### config.mk
export PLATFORM = sky130hd
export DESIGN_NAME = map_query_arbiter
export DESIGN_NICKNAME = d
export VERILOG_FILES = /design/src/rtl/map_query_arbiter.sv
export SDC_FILE = /design/constraint.sdc
export NUM_CORES = 1
export LEC_CHECK = 0
export BUFFER_PORTS_ARGS = -buffer_cell sky130_fd_sc_hd__buf_2
export CAP_MARGIN = 40
export CORE_UTILIZATION = 51
export DETAILED_ROUTE_END_ITERATION = 12
export GPL_TIMING_DRIVEN = 0
export PLACE_DENSITY = 0.82
export REMOVE_ABC_BUFFERS = 1
export SLEW_MARGIN = 20
export SYNTH_ARGS = -nofsm -noshare
export SYNTH_HDL_FRONTEND = slang
export SYNTH_SLANG_ARGS = --single-unit
### constraint.sdc
create_clock -name clk_13 -period 4.7 [get_ports clk_13]
set_clock_uncertainty 0.2 [all_clocks]
set_input_delay 0.705 -clock clk_13 [delete_from_list [all_inputs] [get_ports clk_13]]
set_output_delay 0.705 -clock clk_13 [all_outputs]
set_load 0.005 [all_outputs]
### src/rtl/map_query_arbiter.sv
// rtl/map_query_arbiter.sv - round-robin arbiter sharing one map tile-lookup port among N requesters
module map_query_arbiter #(
    parameter int          N         = 5,
    parameter int          MAP_LAT   = 2,
    parameter logic [2:0]  WALL_TYPE = 3'b010
) (
    input  logic              clk_13,
    input  logic              rst,
    input  logic [N-1:0]      req,
    input  logic [10*N-1:0]   req_r,
    input  logic [10*N-1:0]   req_c,
    input  logic              flush,
    output logic [9:0]        map_r,
    output logic [9:0]        map_c,
    input  logic [2:0]        map_type,
    output logic [N-1:0]      ack,
    output logic [2:0]        resp_type,
    output logic              busy,
    output logic [2:0]        grant_idx
);

    localparam logic [0:0] S_IDLE   = 1'b0;
    localparam logic [0:0] S_WAIT   = 1'b1;
    localparam logic [3:0] CNT_INIT = 4'(MAP_LAT - 1);
    localparam logic [2:0] LAST_IDX = 3'(N - 1);

    logic [0:0] state;
    logic [3:0] cnt;
    logic [2:0] ptr;
    logic [2:0] win;
    logic [2:0] win_next;

    // Scan from the highest offset down so the lowest offset from ptr wins.
    always_comb begin
        win = '0;
        for (int k = N - 1; k >= 0; k--) begin
            if (req[(int'(ptr) + k) % N]) begin
                win = 3'((int'(ptr) + k) % N);
            end
        end
        win_next = (win == LAST_IDX) ? 3'd0 : win + 3'd1;
    end

    always_ff @(posedge clk_13 or posedge rst) begin
        if (rst) begin
            state     <= S_IDLE;
            cnt       <= '0;
            ptr       <= '0;
            map_r     <= '0;
            map_c     <= '0;
            ack       <= '0;
            resp_type <= WALL_TYPE;
            busy      <= 1'b0;
            grant_idx <= '0;
        end else begin
            ack <= '0;
            if (flush) begin
                state     <= S_IDLE;
                busy      <= 1'b0;
                resp_type <= WALL_TYPE;
            end else begin
                case (state)
                    S_IDLE: begin
                        if (req != '0) begin
                            map_r     <= req_r[10*win +: 10];
                            map_c     <= req_c[10*win +: 10];
                            grant_idx <= win;
                            ptr       <= win_next;
                            cnt       <= CNT_INIT;
                            busy      <= 1'b1;
                            state     <= S_WAIT;
                        end
                    end
                    default: begin
                        if (cnt != '0) begin
                            cnt <= cnt - 4'd1;
                        end else begin
                            resp_type <= map_type;
                            ack       <= {{(N-1){1'b0}}, 1'b1} << grant_idx;
                            busy      <= 1'b0;
                            state     <= S_IDLE;
                        end
                    end
                endcase
            end
        end
    end

endmodule

* Yosys cells after proc, flatten, opt, wreduce, memory -nomap -nowiden *
Index checks and enable logic that the tools add are counted.

word-level totals
  register bits after elaboration = 40
  input bits = 111
  output and inout bits = 32
  logic and storage cells = 82

operators by class
  add/subtract/negate cells = 6
  multipliers = 1
  div/mod/pow operators = 5
  order comparisons = 5
  eq/ne operators = 4
  shift operators = 3
  multiplexer cells = 38
  bitwise operators = 2
  reduce and logical (&&, ||, !) cells = 9

operators with widths
  cell                     number
  $lt A32 B5 Y1 const B    5
  $mod A32 B4 Y32 const B  4
  $shiftx A50 B8 Y10       2
  $mod A4 B4 Y32 const B   1
  $mux W3                  9
  $mux W1                  18
  $bmux W1 S3              5
  $mux W5                  3
  $mux W4                  3
  $add A3 B2 Y4 const B    2
  $mul A3 B3 Y6 const A    1
  $reduce_and A3 Y1        2
  $reduce_bool A5 Y1       1
  $shl A1 B3 Y5 const A    1
  $add A3 B1 Y4 const B    1
  $add A3 B3 Y4 const B    1
  $reduce_and A2 Y1        2
  $reduce_bool A2 Y1       2
  $reduce_bool A4 Y1       1
  $sub A4 B1 Y4 const B    1
  $add A3 B1 Y3 const B    1
  $eq A3 B3 Y1 const B     1
  $ne A3 B3 Y1 const B     1
  $reduce_bool A3 Y1       1
  other kinds (3)          4

* Depth between registers and ports, before layout *
Gate-level depths: netlist (run 1).

  depth in word-level cells = 12
  depth in mapped cells = 19
  depth with buffers taken out = 16

* Worst setup path before layout (run 1) *
OpenSTA, ideal clock, no wires.

  kind = reg2reg
  from = reg ptr[1]
  to = reg map_c[8]
  library setup time = 0.126 ns
  arrival = 3.989 ns
  data required time = 4.374 ns
  slack = 0.385 ns
  cell stages (with the launch flop) = 19
  buffers on the path = 2
  period minus slack after synthesis = 4.315 ns
  path through = dfrtp_1 > buf_2 > inv_1 > ha_1 > inv_1 > ha_1 > nand2b_1 > ha_1 > nor2b_1 > a21oi_1 > o31ai_4 > a311oi_2 > o22a_1 > a2111oi_1 > nor4bb_2 > nor2_4 > buf_6 > mux2i_1 > a221o_1

between the ends
  word-level cells in the longest chain between the ends = 12

ends and longest elaborated chain
  what                                         RTL line  text
  start, declared                              29        logic [2:0] ptr;
  start signal, assigned                       68        ptr <= win_next;
  $add A3 B3 Y4                                37, 38
  $mod A32 B4 Y32                              37, 38
  $bmux W1 S3                                  37        if (req[(int'(ptr) + k) % N]) begin
  $mux W1 (implied by the code) (2 in series)  37
  $mux W3 (4 in series)                        37
  $mux W3 *                                    37
  $mul A3 B3 Y6 *                              66        map_c <= req_c[10*win +: 10];
  $shiftx A50 B8 Y10 *                         66
  end signal, assigned                         66
  end, declared                                14        output logic [9:0] map_c,

Mark *: on every way between the ends. The rest lies on a longest branch, timed or not. The select of a mux whose other input is x is not followed.
A chain may end at the register's enable or synchronous reset.

* Worst setup path after layout (run 1) *
  from = reg ptr[0]
  to = reg map_c[1]

The elaborated chain is that of the path after synthesis.

==> results of run 1 <==
==> cells in the final DEF (no fill, tap or decap), types with 4 or more instances in the layout <==
cell / instances
sky130_fd_sc_hd__a21o_1: 5
sky130_fd_sc_hd__a21oi_1: 15
sky130_fd_sc_hd__a221o_1: 20
sky130_fd_sc_hd__a31oi_1: 5
sky130_fd_sc_hd__and2_1: 20
sky130_fd_sc_hd__and3_1: 6
sky130_fd_sc_hd__buf_12: 5
sky130_fd_sc_hd__buf_2: 142
sky130_fd_sc_hd__buf_4: 13
sky130_fd_sc_hd__clkbuf_8: 5
sky130_fd_sc_hd__dfrtp_1: 36
sky130_fd_sc_hd__ha_1: 14
sky130_fd_sc_hd__inv_1: 14
sky130_fd_sc_hd__mux2i_1: 69
sky130_fd_sc_hd__nand2_1: 33
sky130_fd_sc_hd__nand2b_1: 8
sky130_fd_sc_hd__nand3_1: 13
sky130_fd_sc_hd__nor2_1: 17
sky130_fd_sc_hd__nor3_1: 5
sky130_fd_sc_hd__nor4_1: 7
sky130_fd_sc_hd__o211ai_1: 5
sky130_fd_sc_hd__o21a_1: 4
sky130_fd_sc_hd__o21ai_0: 12
sky130_fd_sc_hd__o221ai_1: 4
sky130_fd_sc_hd__o22ai_1: 4
==> cells by family (layout without fill, tap and decap cells) <==
logic type | count (synthesis) | after routing | share of synthesized area
other | 0 | 1 | 0
AO/OA/AOI/OAI | 113 | 113 | 0.232
XOR/XNOR | 7 | 7 | 0.0156
AND/OR/NAND/NOR | 132 | 133 | 0.181
adder cells (fa/ha/maj) | 20 | 20 | 0.0636
buffers and inverters | 42 | 191 | 0.0661
multiplexers | 73 | 73 | 0.188
flip-flops | 40 | 40 | 0.255
==> area by class of cell <==
class,instances,area share
multi-input cells,346,0.549
flip-flops and latches,40,0.195
repair buffers,165,0.194
well taps,99,0.0240
inverters,18,0.0148
clock buffers,5,0.0133
clock inverters,3,0.00896
diodes,1,0.000484
==> critical path: stages (launching register included) <==
cell	delay [ps]
sky130_fd_sc_hd__dfrtp_2	480
sky130_fd_sc_hd__buf_16	190
sky130_fd_sc_hd__ha_2	260
sky130_fd_sc_hd__xnor2_4	220
sky130_fd_sc_hd__ha_2	230
sky130_fd_sc_hd__o211ai_1	160
sky130_fd_sc_hd__a222oi_1	440
sky130_fd_sc_hd__a21o_1	210
sky130_fd_sc_hd__mux2_4	330
sky130_fd_sc_hd__a211oi_4	290
sky130_fd_sc_hd__o22ai_1	130
sky130_fd_sc_hd__a22oi_1	540
sky130_fd_sc_hd__nor2_4	70
sky130_fd_sc_hd__buf_4	190
sky130_fd_sc_hd__mux2i_1	130
sky130_fd_sc_hd__a221o_1	320
==> how the worst min path moves through the flow <==
stage / from / endpoint / slack, ps
3_5_place_dp: cnt[0]$_DFFE_PP0P_ / cnt[0]$_DFFE_PP0P_ / 290
5_1_grt: rst / ack[4]$_DFF_PP0_ / 80
2_1_floorplan: cnt[0]$_DFFE_PP0P_ / cnt[0]$_DFFE_PP0P_ / 260
4_1_cts: rst / ack[4]$_DFF_PP0_ / 80
6_report: rst / ack[4]$_DFF_PP0_ / 80
3_3_place_gp: cnt[0]$_DFFE_PP0P_ / cnt[0]$_DFFE_PP0P_ / 280
==> metrics by stage <==
step / instance area (µm²) / setup slack, ps / power [µW] / TNS (ps)
global placement: 4580 / -2780 / 3730 / -64300
global route: 5160 / -35.5 / 5620 / -35.5
floorplan: 3740 / -1670 / 3280 / -36940
finish: 5160 / 178 / 5270 / 0
detailed placement: 4710 / -1100 / 4240 / -21280
CTS: 4970 / 26.7 / 4900 / 0
==> registers in the layout, indices dropped and copies added, names as in the netlist <==
name / count
ack: 5
busy: 1
cnt: 4
grant_idx: 3
map_c: 10
map_r: 10
ptr: 3
resp_type: 3
state: 1
==> power groups by stage <==
stage | Sequential (µW) | Clock [µW] | Combinational (µW)
global route | 630 | 307 | 4690
global placement | 642 | 0 | 3090
detailed placement | 619 | 0 | 3620
floorplan | 618 | 0 | 2660
CTS | 602 | 291 | 4010
finish | 613 | 290 | 4370
==> routing by layer <==
metal	global-route usage	vias up	wire (µm)
met5	0	-	0
met4	0.0820	0	309
met2	0.504	176	6090
li1	-	1908	-
met1	0.340	1978	4760
met3	0.0482	25	637
==> Yosys cell counts, types with 3 or more instances <==
cell | number | share of area
sky130_fd_sc_hd__o221ai_1 | 4 | 0.0089
sky130_fd_sc_hd__and2_1 | 21 | 0.033
sky130_fd_sc_hd__dfrtp_1 | 39 | 0.25
sky130_fd_sc_hd__nor4_1 | 7 | 0.011
sky130_fd_sc_hd__inv_1 | 16 | 0.015
sky130_fd_sc_hd__a211o_1 | 3 | 0.0067
sky130_fd_sc_hd__o21ai_0 | 12 | 0.015
sky130_fd_sc_hd__nand3_1 | 13 | 0.017
sky130_fd_sc_hd__buf_6 | 5 | 0.014
sky130_fd_sc_hd__a211oi_1 | 3 | 0.0057
sky130_fd_sc_hd__xor2_1 | 3 | 0.0067
sky130_fd_sc_hd__a221o_1 | 20 | 0.051
sky130_fd_sc_hd__a31oi_1 | 5 | 0.0079
sky130_fd_sc_hd__a21oi_1 | 15 | 0.019
sky130_fd_sc_hd__nand2b_1 | 8 | 0.013
sky130_fd_sc_hd__mux2i_1 | 70 | 0.18
sky130_fd_sc_hd__ha_1 | 20 | 0.064
sky130_fd_sc_hd__buf_2 | 5 | 0.0064
sky130_fd_sc_hd__nor2_1 | 18 | 0.017
sky130_fd_sc_hd__nand2_1 | 33 | 0.031
sky130_fd_sc_hd__o21a_1 | 4 | 0.0076
sky130_fd_sc_hd__a21boi_0 | 3 | 0.0057
sky130_fd_sc_hd__and3_1 | 6 | 0.0095
sky130_fd_sc_hd__buf_4 | 3 | 0.0057
sky130_fd_sc_hd__clkbuf_1 | 7 | 0.0067
sky130_fd_sc_hd__o22ai_1 | 5 | 0.0079
sky130_fd_sc_hd__xnor2_1 | 4 | 0.0089
sky130_fd_sc_hd__a21o_1 | 5 | 0.0095
sky130_fd_sc_hd__nor3_1 | 5 | 0.0064
sky130_fd_sc_hd__and2b_1 | 3 | 0.0057
sky130_fd_sc_hd__o211ai_1 | 5 | 0.0095
==> timing repair <==
action	4_1_cts	5_1_grt
setup endpoints to repair	26	23
gates cloned	1	0
buffers inserted	9	8
pin swaps	7	9
resized for setup	13	19
==> Flow_metrics.wiki, run 1 <==
{| class="wikitable"
! Metric !! Value
|-
| Floorplan die height || 89.8 µm
|-
| Portion of total power attributed to sequential cells || 0.116
|-
| Starting utilization of the core area || 0.534
|-
| Via count || 4087
|-
| Worst Path Class, Setup || flop to flop
|-
| DRC violations left || 0
|-
| Fraction of power consumed by combinational cells || 0.829
|-
| Later-pin clock latency in the skew report || 300 ps
|-
| FILL cells || 578
|-
| Required time of the worst setup path || 4680 ps
|-
| Hold Fails Final Rpt || 0
|-
| Clock network power share || 0.055
|-
| Top FF cell, synth || sky130_fd_sc_hd__dfrtp_1
|-
| Global placement routability congestion || 0.903
|-
| Total track usage || 0.280
|-
| Final antenna-violating net count || 0
|-
| Post-placement cell count || 650
|-
| Int Pwr || 2830 µW
|-
| Post-Syn Area || 3940 µm²
|-
| End of the worst register-to-register path || map_c[1]$_DFFE_PP0P_
|-
| Max-slew violation total from the final report || 0
|-
| H-tree levels || 2
|-
| Register Area || 1010 µm²
|-
| Reg-to-reg slack, setup || 180 ps
|-
| Number of buffers added on ports || 142
|-
| First-pass GRT wire length || 18.5 mm
|-
| Kind of launch point of the worst setup path || flop
|-
| Fraction of final layout cells with drive strength greater than 1 || 0.380
|-
| Worst Tran Pin Value || 789 ps
|-
| Number of detailed-routing iterations run before antenna repair || 5
|-
| Root Buffer || sky130_fd_sc_hd__clkbuf_8
|-
| Die width || 89.8 µm
|-
| Fraction of power spent switching nets || 0.462
|-
| Category of the worst setup path capture point || flop
|-
| Origin of the critical flop-to-flop path || ptr[0]$_DFFE_PP0P_
|-
| Worst-path clk slew || 90 ps
|-
| Number of enable flip-flop cells after synthesis || 0
|-
| Worst ir drop on vdd || 1.04 mV
|-
| Number of clock buffers inserted by TritonCTS || 5
|-
| DIE AREA || 8070 µm²
|-
| Initial DRC count || 251
|-
| Run status || finished, final reports clean
|-
| Crit share post-route || 0.962
|-
| Half-perimeter wire length of the detailed placement result || 8.57 mm
|-
| Worst min-delay path class || input pin to asynchronous set/reset pin
|-
| Largest net degree at the start of global routing || 36
|-
| Portion of the post-synthesis area used by sequential elements || 0.255
|-
| Crit Path Max Fanout || 23
|-
| Post-layout min period || 4520 ps
|-
| Leakage power || 0.00254 µW
|-
| Number of global-route vias before repair || 3952
|-
| Synthesis-to-layout area growth || 31.3%
|-
| TritonCTS clock tree || yes
|-
| Number of synthesis warnings || 0
|-
| Count of max-cap constraint violations || 0
|-
| I/O pin count || 143
|-
| Grt ovf || 0
|-
| Clock Sinks || 40
|-
| Cells on worst reg2reg path || 15
|-
| Instance count of the mapped netlist || 427
|-
| Post-synthesis average cell area || 9.22 µm²
|-
| Async S/R FF share, synth || 1.00
|-
| Rows || 31
|-
| Worst hold slack after final layout || 76.8 ps
|-
| Upper clock frequency limit || 221 MHz
|-
| Worst setup path endpoint || map_c[1]$_DFFE_PP0P_
|-
| Vias per Instance || 6.04
|-
| Number of synthesized register bits || 40
|-
| Number of antenna violations at the first check in global routing || 1
|-
| Floorplan core area || 7370 µm²
|-
| PwrDens || 1020 nW/µm²
|-
| Per-cell routed wire length || 17.4 µm
|-
| Area used by multi-input combinational logic || 2840 µm²
|-
| Net count of the finished layout || 707
|-
| Count of unique library cells instantiated by Yosys || 77
|-
| Net switching power || 2440 µW
|-
| Relative slew margins || 0.473
|-
| Number of setup violations in the final report || 0
|-
| Post-Route Utilization || 0.701
|-
| Data arrival time of the worst path || 4500 ps
|-
| Hold buffer count at cts || 0
|-
| Number of standard cells in the final layout excluding fillers || 677
|-
| Critical path launch point || ptr[0]$_DFFE_PP0P_
|-
| Clock Path Buffers || 2
|-
| Detailed Route WL || 11.8 mm
|}
(Power assumes the default switching activity.)
==> inputs of run 2 (changes only) <==
CORE_UTILIZATION = 46   (was 51)
PLACE_DENSITY = 0.78   (was 0.82)
clock period = 3.66 ns   (was 4.7 ns; I/O delays follow)
==> Flow_metrics.wiki, run 2 (same netlist as run 1, synthesis figures left out) <==
{| class="wikitable"
! Metric !! Value
|-
| Upper clock frequency limit || 223 MHz (+0.64%)
|-
| PwrDens || 1440 nW/µm² (+41%)
|-
| Category of the worst setup path capture point || flop
|-
| Fraction of power spent switching nets || 0.435 (-0.0271)
|-
| Family of cells with the greatest summed delay on the critical path || compound AO/OA/AOI/OAI gates
|-
| Rows || 33 (+6.5%)
|-
| Critical path, cell by cell || buf_12, inv_12, ha_4, inv_4, ha_4, nand2b_4, ha_4, nor2b_4, a21o_1, nand4_1, buf_4, a311oi_4, buf_4, o22a_1, a2111oi_4, nor4bb_4, buf_4, nor2_4, buf_12, mux2i_1, a221o_1
|-
| Max-slew violation total from the final report || 0 (unchanged)
|-
| Run status || finished, violations left
|-
| Worst hold slack after final layout || 279 ps (+203 ps)
|-
| Final antenna-violating net count || 0 (unchanged)
|-
| Violations in the final reports || setup timing
|-
| Int Pwr || 4650 µW (+64%)
|-
| Worst Path Class, Setup || flop to flop
|-
| Ant. Diodes || 0 (-1)
|-
| H-tree levels || 2 (unchanged)
|-
| Die width || 94.5 µm (+5.2%)
|-
| Post-Place Worst Slack || -2250 ps (-1150 ps)
|-
| Routing usage on met1 || 0.329 (-0.0120)
|-
| Clock network power share || 0.045 (-0.010)
|-
| I/O pin count || 143 (unchanged)
|-
| Post-layout min period || 4490 ps (-28.8 ps)
|-
| Half-perimeter wire length of the detailed placement result || 8.20 mm (-4.4%)
|-
| Synthesis-to-layout area growth || 45.4%
|-
| Required time of the worst setup path || 3640 ps (-1040 ps)
|-
| Count of max-cap constraint violations || 0 (unchanged)
|-
| Grt ovf || 0 (unchanged)
|-
| Highest-count cells in the layout ignoring fill and taps || sky130_fd_sc_hd__buf_2, sky130_fd_sc_hd__mux2i_1, sky130_fd_sc_hd__buf_4
|-
| Hold Fails Final Rpt || 0 (unchanged)
|-
| Busiest layer in global routing || met2
|-
| PnR worst setup slack || -833 ps (-1010 ps)
|-
| Via count || 4203 (+2.8%)
|-
| Origin of the critical flop-to-flop path || ptr[0]$_DFFE_PP0P_
|-
| Most common cell after layout, fill and taps aside || sky130_fd_sc_hd__buf_2
|-
| Fin Setup TNS || -18470 ps (-18470 ps)
|-
| Net count of the finished layout || 745 (+5.4%)
|-
| Met3 Usage GRT || 0.0564 (+0.00814)
|-
| Delay of the slowest cell on the worst path || 520 ps (-20 ps)
|-
| TritonCTS clock tree || yes
|-
| Fraction of power consumed by combinational cells || 0.860 (+0.031)
|-
| Number of buffers and inverters on the critical path || 7 (+5)
|-
| Starting utilization of the core area || 0.477 (-0.0574)
|-
| Number of clock buffers inserted by TritonCTS || 5 (unchanged)
|-
| DIE AREA || 8930 µm² (+11%)
|-
| Total track usage || 0.290 (+0.0101)
|-
| Fraction of final layout cells with drive strength greater than 1 || 0.447 (+0.0676)
|-
| Worst ir drop on vdd || 0.993 mV (-4.7%)
|-
| Global placement routability congestion || 0.954 (+5.6%)
|-
| Portion of total power attributed to sequential cells || 0.095 (-0.021)
|-
| Worst Tran Pin Value || 688 ps (-101 ps)
|-
| Relative slew margins || 0.540 (+0.0673)
|-
| Leakage power || 0.00279 µW (+9.8%)
|-
| Number of buffers added on ports || 142 (unchanged)
|-
| Number of detailed-routing iterations run before antenna repair || 5 (unchanged)
|-
| First-pass GRT wire length || 20.0 mm (+8.3%)
|-
| Net switching power || 3590 µW (+47%)
|-
| Clock Path Buffers || 2 (unchanged)
|-
| Kind of launch point of the worst setup path || flop
|-
| Global-route track usage on met2 || 0.533 (+0.0281)
|-
| Floorplan die height || 94.5 µm (+5.2%)
|-
| Data arrival time of the worst path || 4470 ps (-30 ps)
|-
| Number of global-route vias before repair || 4194 (+6.1%)
|-
| Post-Route Utilization || 0.693 (-0.00812)
|-
| Critical path launch point || ptr[0]$_DFFE_PP0P_
|-
| Largest registers in the final layout || map_c: 10 flops, map_r: 10 flops, ack: 5 flops
|-
| Largest net degree at the start of global routing || 36 (unchanged)
|-
| Crit share post-route || 1.23 (+0.265)
|-
| Crit Path Max Fanout || 7 (-70%)
|-
| Clock Sinks || 40 (unchanged)
|-
| Detailed Route WL || 13.0 mm (+10%)
|-
| Worst-path clk slew || 80 ps (about the same)
|-
| Hold Startpoint || req_c[48]
|-
| Number of antenna violations at the first check in global routing || 0 (-1)
|-
| RSZ-0062 raised after global routing || yes
|-
| Root Buffer || sky130_fd_sc_hd__clkbuf_8
|-
| CP max-delay cell || sky130_fd_sc_hd__dfrtp_4
|-
| DRC violations left || 0 (unchanged)
|-
| Later-pin clock latency in the skew report || 290 ps (about the same)
|-
| Number of setup violations in the final report || 26 (+26)
|-
| Overall power consumption || 8240 µW (+56%)
|-
| Initial DRC count || 264 (+5.2%)
|-
| Per-cell routed wire length || 18.1 µm (+3.9%)
|-
| Vias per Instance || 5.84 (-3.3%)
|-
| Worst min-delay path class || input pin to flop
|-
| Floorplan core area || 8260 µm² (+12%)
|}
## run 2: path summary, 6_finish.rpt
check / cells after the start / endpoint / slack [ps]
max in group asynchronous: 4 / resp_type[1]$_DFFE_PP1P_ / 2290
hold reg to reg: 1 / cnt[0]$_DFFE_PP0P_ / 320
setup reg to reg: 21 / map_c[4]$_DFFE_PP0P_ / -830
setup / recovery: 21 / map_c[4]$_DFFE_PP0P_ / -830
min in group asynchronous: 3 / map_c[9]$_DFFE_PP0P_ / 490
hold / removal: 2 / map_c[8]$_DFFE_PP0P_ / 280
## run 2: routing by layer
metal | part of all wire | vias to the layer above
li1 | - | 1990
met1 | 0.39 | 1977
met2 | 0.52 | 195
met3 | 0.063 | 41
met4 | 0.027 | 0
met5 | 0 | -
## run 2: power by group through the flow
stage	sequential, µW	clock, µW	combinational [µW]
2_1_floorplan	792	0	3180
3_3_place_gp	821	0	3740
3_5_place_dp	804	0	4730
4_1_cts	777	375	6780
5_1_grt	805	398	7530
6_report	782	370	7090
## run 2: timing repair
item | in CTS | in global routing
resized for setup | 65 | 14
hold endpoints to repair | 5 | 0
pin swaps | 26 | 15
hold buffers | 1 | 0
endpoints found under the setup margin | 26 | 26
cloned | 4 | 1
setup buffers | 44 | 7
## run 2: area by class of cell
class	count	area, µm²
Multi-Input combinational cell	347	3000
Fill cell	643	2540
Timing Repair Buffer	202	1380
Sequential cell	40	1010
Tap cell	105	131
Inverter	18	88.8
Clock buffer	5	68.8
Clock inverter	3	47.5
## run 2: metrics by stage
step	instances	instance area, µm²
floorplan	403	3740
global placement	650	4580
detailed placement	657	4730
CTS	712	5600
global route	720	5720
finish	720	5720
==> inputs of run 3 (changes only) <==
PLACE_DENSITY = 0.89   (was 0.78)
==> Flow_metrics.wiki, run 3 (same netlist as run 1, synthesis figures left out) <==
{| class="wikitable"
! Metric !! Value
|-
| Run status || finished, violations left
|-
| Violations in the final reports || setup timing
|-
| Origin of the critical flop-to-flop path || ptr[2]$_DFFE_PP0P_
|-
| Clock Path Buffers || 2 (unchanged)
|-
| DRC violations left || 0 (unchanged)
|-
| Starting utilization of the core area || 0.477 (unchanged)
|-
| Floorplan core area || 8260 µm² (unchanged)
|-
| Net count of the finished layout || 749 (+0.54%)
|-
| Hold Startpoint || req_c[45]
|-
| TritonCTS clock tree || yes
|-
| Grt ovf || 0 (unchanged)
|-
| Synthesis-to-layout area growth || 46.8%
|-
| Crit share post-route || 1.24 (+0.00783)
|-
| Crit Path Max Fanout || 9 (+2)
|-
| Number of detailed-routing iterations run before antenna repair || 5 (unchanged)
|-
| Fin Setup TNS || -18900 ps (-431 ps)
|-
| Vias per Instance || 6.18 (+5.9%)
|-
| Relative slew margins || 0.503 (-0.0374)
|-
| Number of clock buffers inserted by TritonCTS || 5 (unchanged)
|-
| Cells on worst reg2reg path || 16 (-24%)
|-
| Later-pin clock latency in the skew report || 290 ps (about the same)
|-
| Per-cell routed wire length || 20.5 µm (+13%)
|-
| Worst min-delay path class || input pin to flop
|-
| Post-placement cell count || 656 (-0.15%)
|-
| Max-slew violation total from the final report || 0 (unchanged)
|-
| Number of global-route vias before repair || 4674 (+11%)
|-
| Via count || 4477 (+6.5%)
|-
| Depth of the worst hold-timing path || 2 (unchanged)
|-
| Hold Fails Final Rpt || 0 (unchanged)
|-
| Ant. Diodes || 0 (unchanged)
|-
| Highest-count cells in the layout ignoring fill and taps || sky130_fd_sc_hd__buf_2, sky130_fd_sc_hd__mux2i_1, sky130_fd_sc_hd__buf_4
|-
| Worst-path clk slew || 80 ps (about the same)
|-
| Detailed Route WL || 14.8 mm (+14%)
|-
| Most common cell after layout, fill and taps aside || sky130_fd_sc_hd__buf_2
|-
| Global placement routability congestion || 0.947 (-0.71%)
|-
| RSZ-0062 raised after global routing || yes
|-
| Clock Sinks || 40 (unchanged)
|-
| Required time of the worst setup path || 3640 ps (about the same)
|-
| Kind of launch point of the worst setup path || flop
|-
| Number of setup violations in the final report || 26 (unchanged)
|-
| Die width || 94.5 µm (unchanged)
|-
| Upper clock frequency limit || 221 MHz (-0.63%)
|-
| Count of max-cap constraint violations || 0 (unchanged)
|-
| I/O pin count || 143 (unchanged)
|-
| Largest net degree at the start of global routing || 34 (-5.6%)
|-
| First-pass GRT wire length || 22.1 mm (+10%)
|-
| DIE AREA || 8930 µm² (unchanged)
|-
| Fraction of final layout cells with drive strength greater than 1 || 0.464 (+0.0165)
|-
| H-tree levels || 2 (unchanged)
|-
| Post-layout min period || 4520 ps (+28.7 ps)
|-
| Half-perimeter wire length of the detailed placement result || 8.58 mm (+4.7%)
|-
| Number of buffers added on ports || 142 (unchanged)
|-
| Data arrival time of the worst path || 4500 ps (+30 ps)
|-
| Number of antenna violations at the first check in global routing || 0 (unchanged)
|-
| Critical path launch point || ptr[2]$_DFFE_PP0P_
|-
| Number of standard cells in the final layout excluding fillers || 724 (+0.56%)
|-
| Category of the worst setup path capture point || flop
|-
| Largest registers in the final layout || map_c: 10 flops, map_r: 10 flops, ack: 5 flops
|-
| Post-Place Worst Slack || -2050 ps (+205 ps)
|-
| Initial DRC count || 358 (+36%)
|-
| Total track usage || 0.318 (+0.0282)
|-
| Final antenna-violating net count || 0 (unchanged)
|-
| PnR worst setup slack || -861 ps (-28.7 ps)
|-
| Root Buffer || sky130_fd_sc_hd__clkbuf_8
|-
| Rows || 33 (unchanged)
|-
| Floorplan die height || 94.5 µm (unchanged)
|-
| Worst Path Class, Setup || flop to flop
|-
| Worst Tran Pin Value || 744 ps (+56.0 ps)
|}
run 3: changes by cell type in the layout (fill, tap and decap cells not counted), moves of 2 or more:
cell,before,now
sky130_fd_sc_hd__mux2i_4,3,1
sky130_fd_sc_hd__o221ai_1,4,2
sky130_fd_sc_hd__clkinv_2,0,2
sky130_fd_sc_hd__buf_4,40,45
sky130_fd_sc_hd__nor4_4,0,2
sky130_fd_sc_hd__mux2i_2,2,5
sky130_fd_sc_hd__clkinv_4,2,0
sky130_fd_sc_hd__nor4_1,6,3
run 3: path summary, 6_finish.rpt:
path	endpoint	slack, ps
max	map_r[2]$_DFFE_PP0P_	-860
min	map_c[5]$_DFFE_PP0P_	280
max reg2reg	map_r[2]$_DFFE_PP0P_	-860
min reg2reg	resp_type[0]$_DFFE_PP0P_	330
max in group asynchronous	resp_type[1]$_DFFE_PP1P_	2250
min in group asynchronous	map_c[5]$_DFFE_PP0P_	510
run 3: per-stage QoR:
step                 util  hold WS (ps)  cell area, µm²
finish              0.700           281            5780
global route        0.700           290            5780
detailed placement  0.569           283            4700
global placement    0.555           283            4580
floorplan               -           261            3740
CTS                 0.665           279            5490
run 3: repair_timing:
action                                  in CTS  in global routing
cloned                                       4                  2
hold buffers                                 1                  0
pin swaps                                   21                 23
buffers inserted                            43                 10
endpoints found under the hold margin        7                  0
endpoints found under the setup margin      26                 26
gates resized for setup                     55                 33
run 3: critical path: stages (launching register included):
cell and delay (ps):
sky130_fd_sc_hd__dfrtp_4 560, sky130_fd_sc_hd__buf_4 180, sky130_fd_sc_hd__xnor2_2 210, sky130_fd_sc_hd__ha_2 250, sky130_fd_sc_hd__o211ai_1 140, sky130_fd_sc_hd__a222oi_1 580
sky130_fd_sc_hd__buf_4 230, sky130_fd_sc_hd__mux2i_1 270, sky130_fd_sc_hd__o22ai_1 160, sky130_fd_sc_hd__a211oi_4 330, sky130_fd_sc_hd__nor2_2 100, sky130_fd_sc_hd__a41oi_4 180
sky130_fd_sc_hd__buf_12 200, sky130_fd_sc_hd__buf_16 150, sky130_fd_sc_hd__mux2i_1 240, sky130_fd_sc_hd__mux2i_1 110, sky130_fd_sc_hd__a221o_1 310
run 3: cell type report:
| class | count | area [µm²] |
|---|---|---|
| Clock buffer | 6 | 82.6 |
| Clock inverter | 2 | 10.0 |
| Fill cell | 564 | 2480 |
| Inverter | 18 | 90.1 |
| Multi-Input combinational cell | 347 | 3050 |
| Sequential cell | 40 | 1010 |
| Tap cell | 105 | 131 |
| Timing Repair Buffer | 206 | 1410 |
run 3: per-layer routing:
| layer | up-vias | routed length, µm | track usage |
|---|---|---|---|
| li1 | 1998 | - | - |
| met1 | 2129 | 5410 | 0.349 |
| met2 | 278 | 7590 | 0.567 |
| met3 | 72 | 1100 | 0.0604 |
| met4 | 0 | 745 | 0.192 |
| met5 | - | 0 | 0 |
Power of run 3 is not shown: default switching activity piles up to over one toggle a cycle in this logic, so the estimate is an artifact.
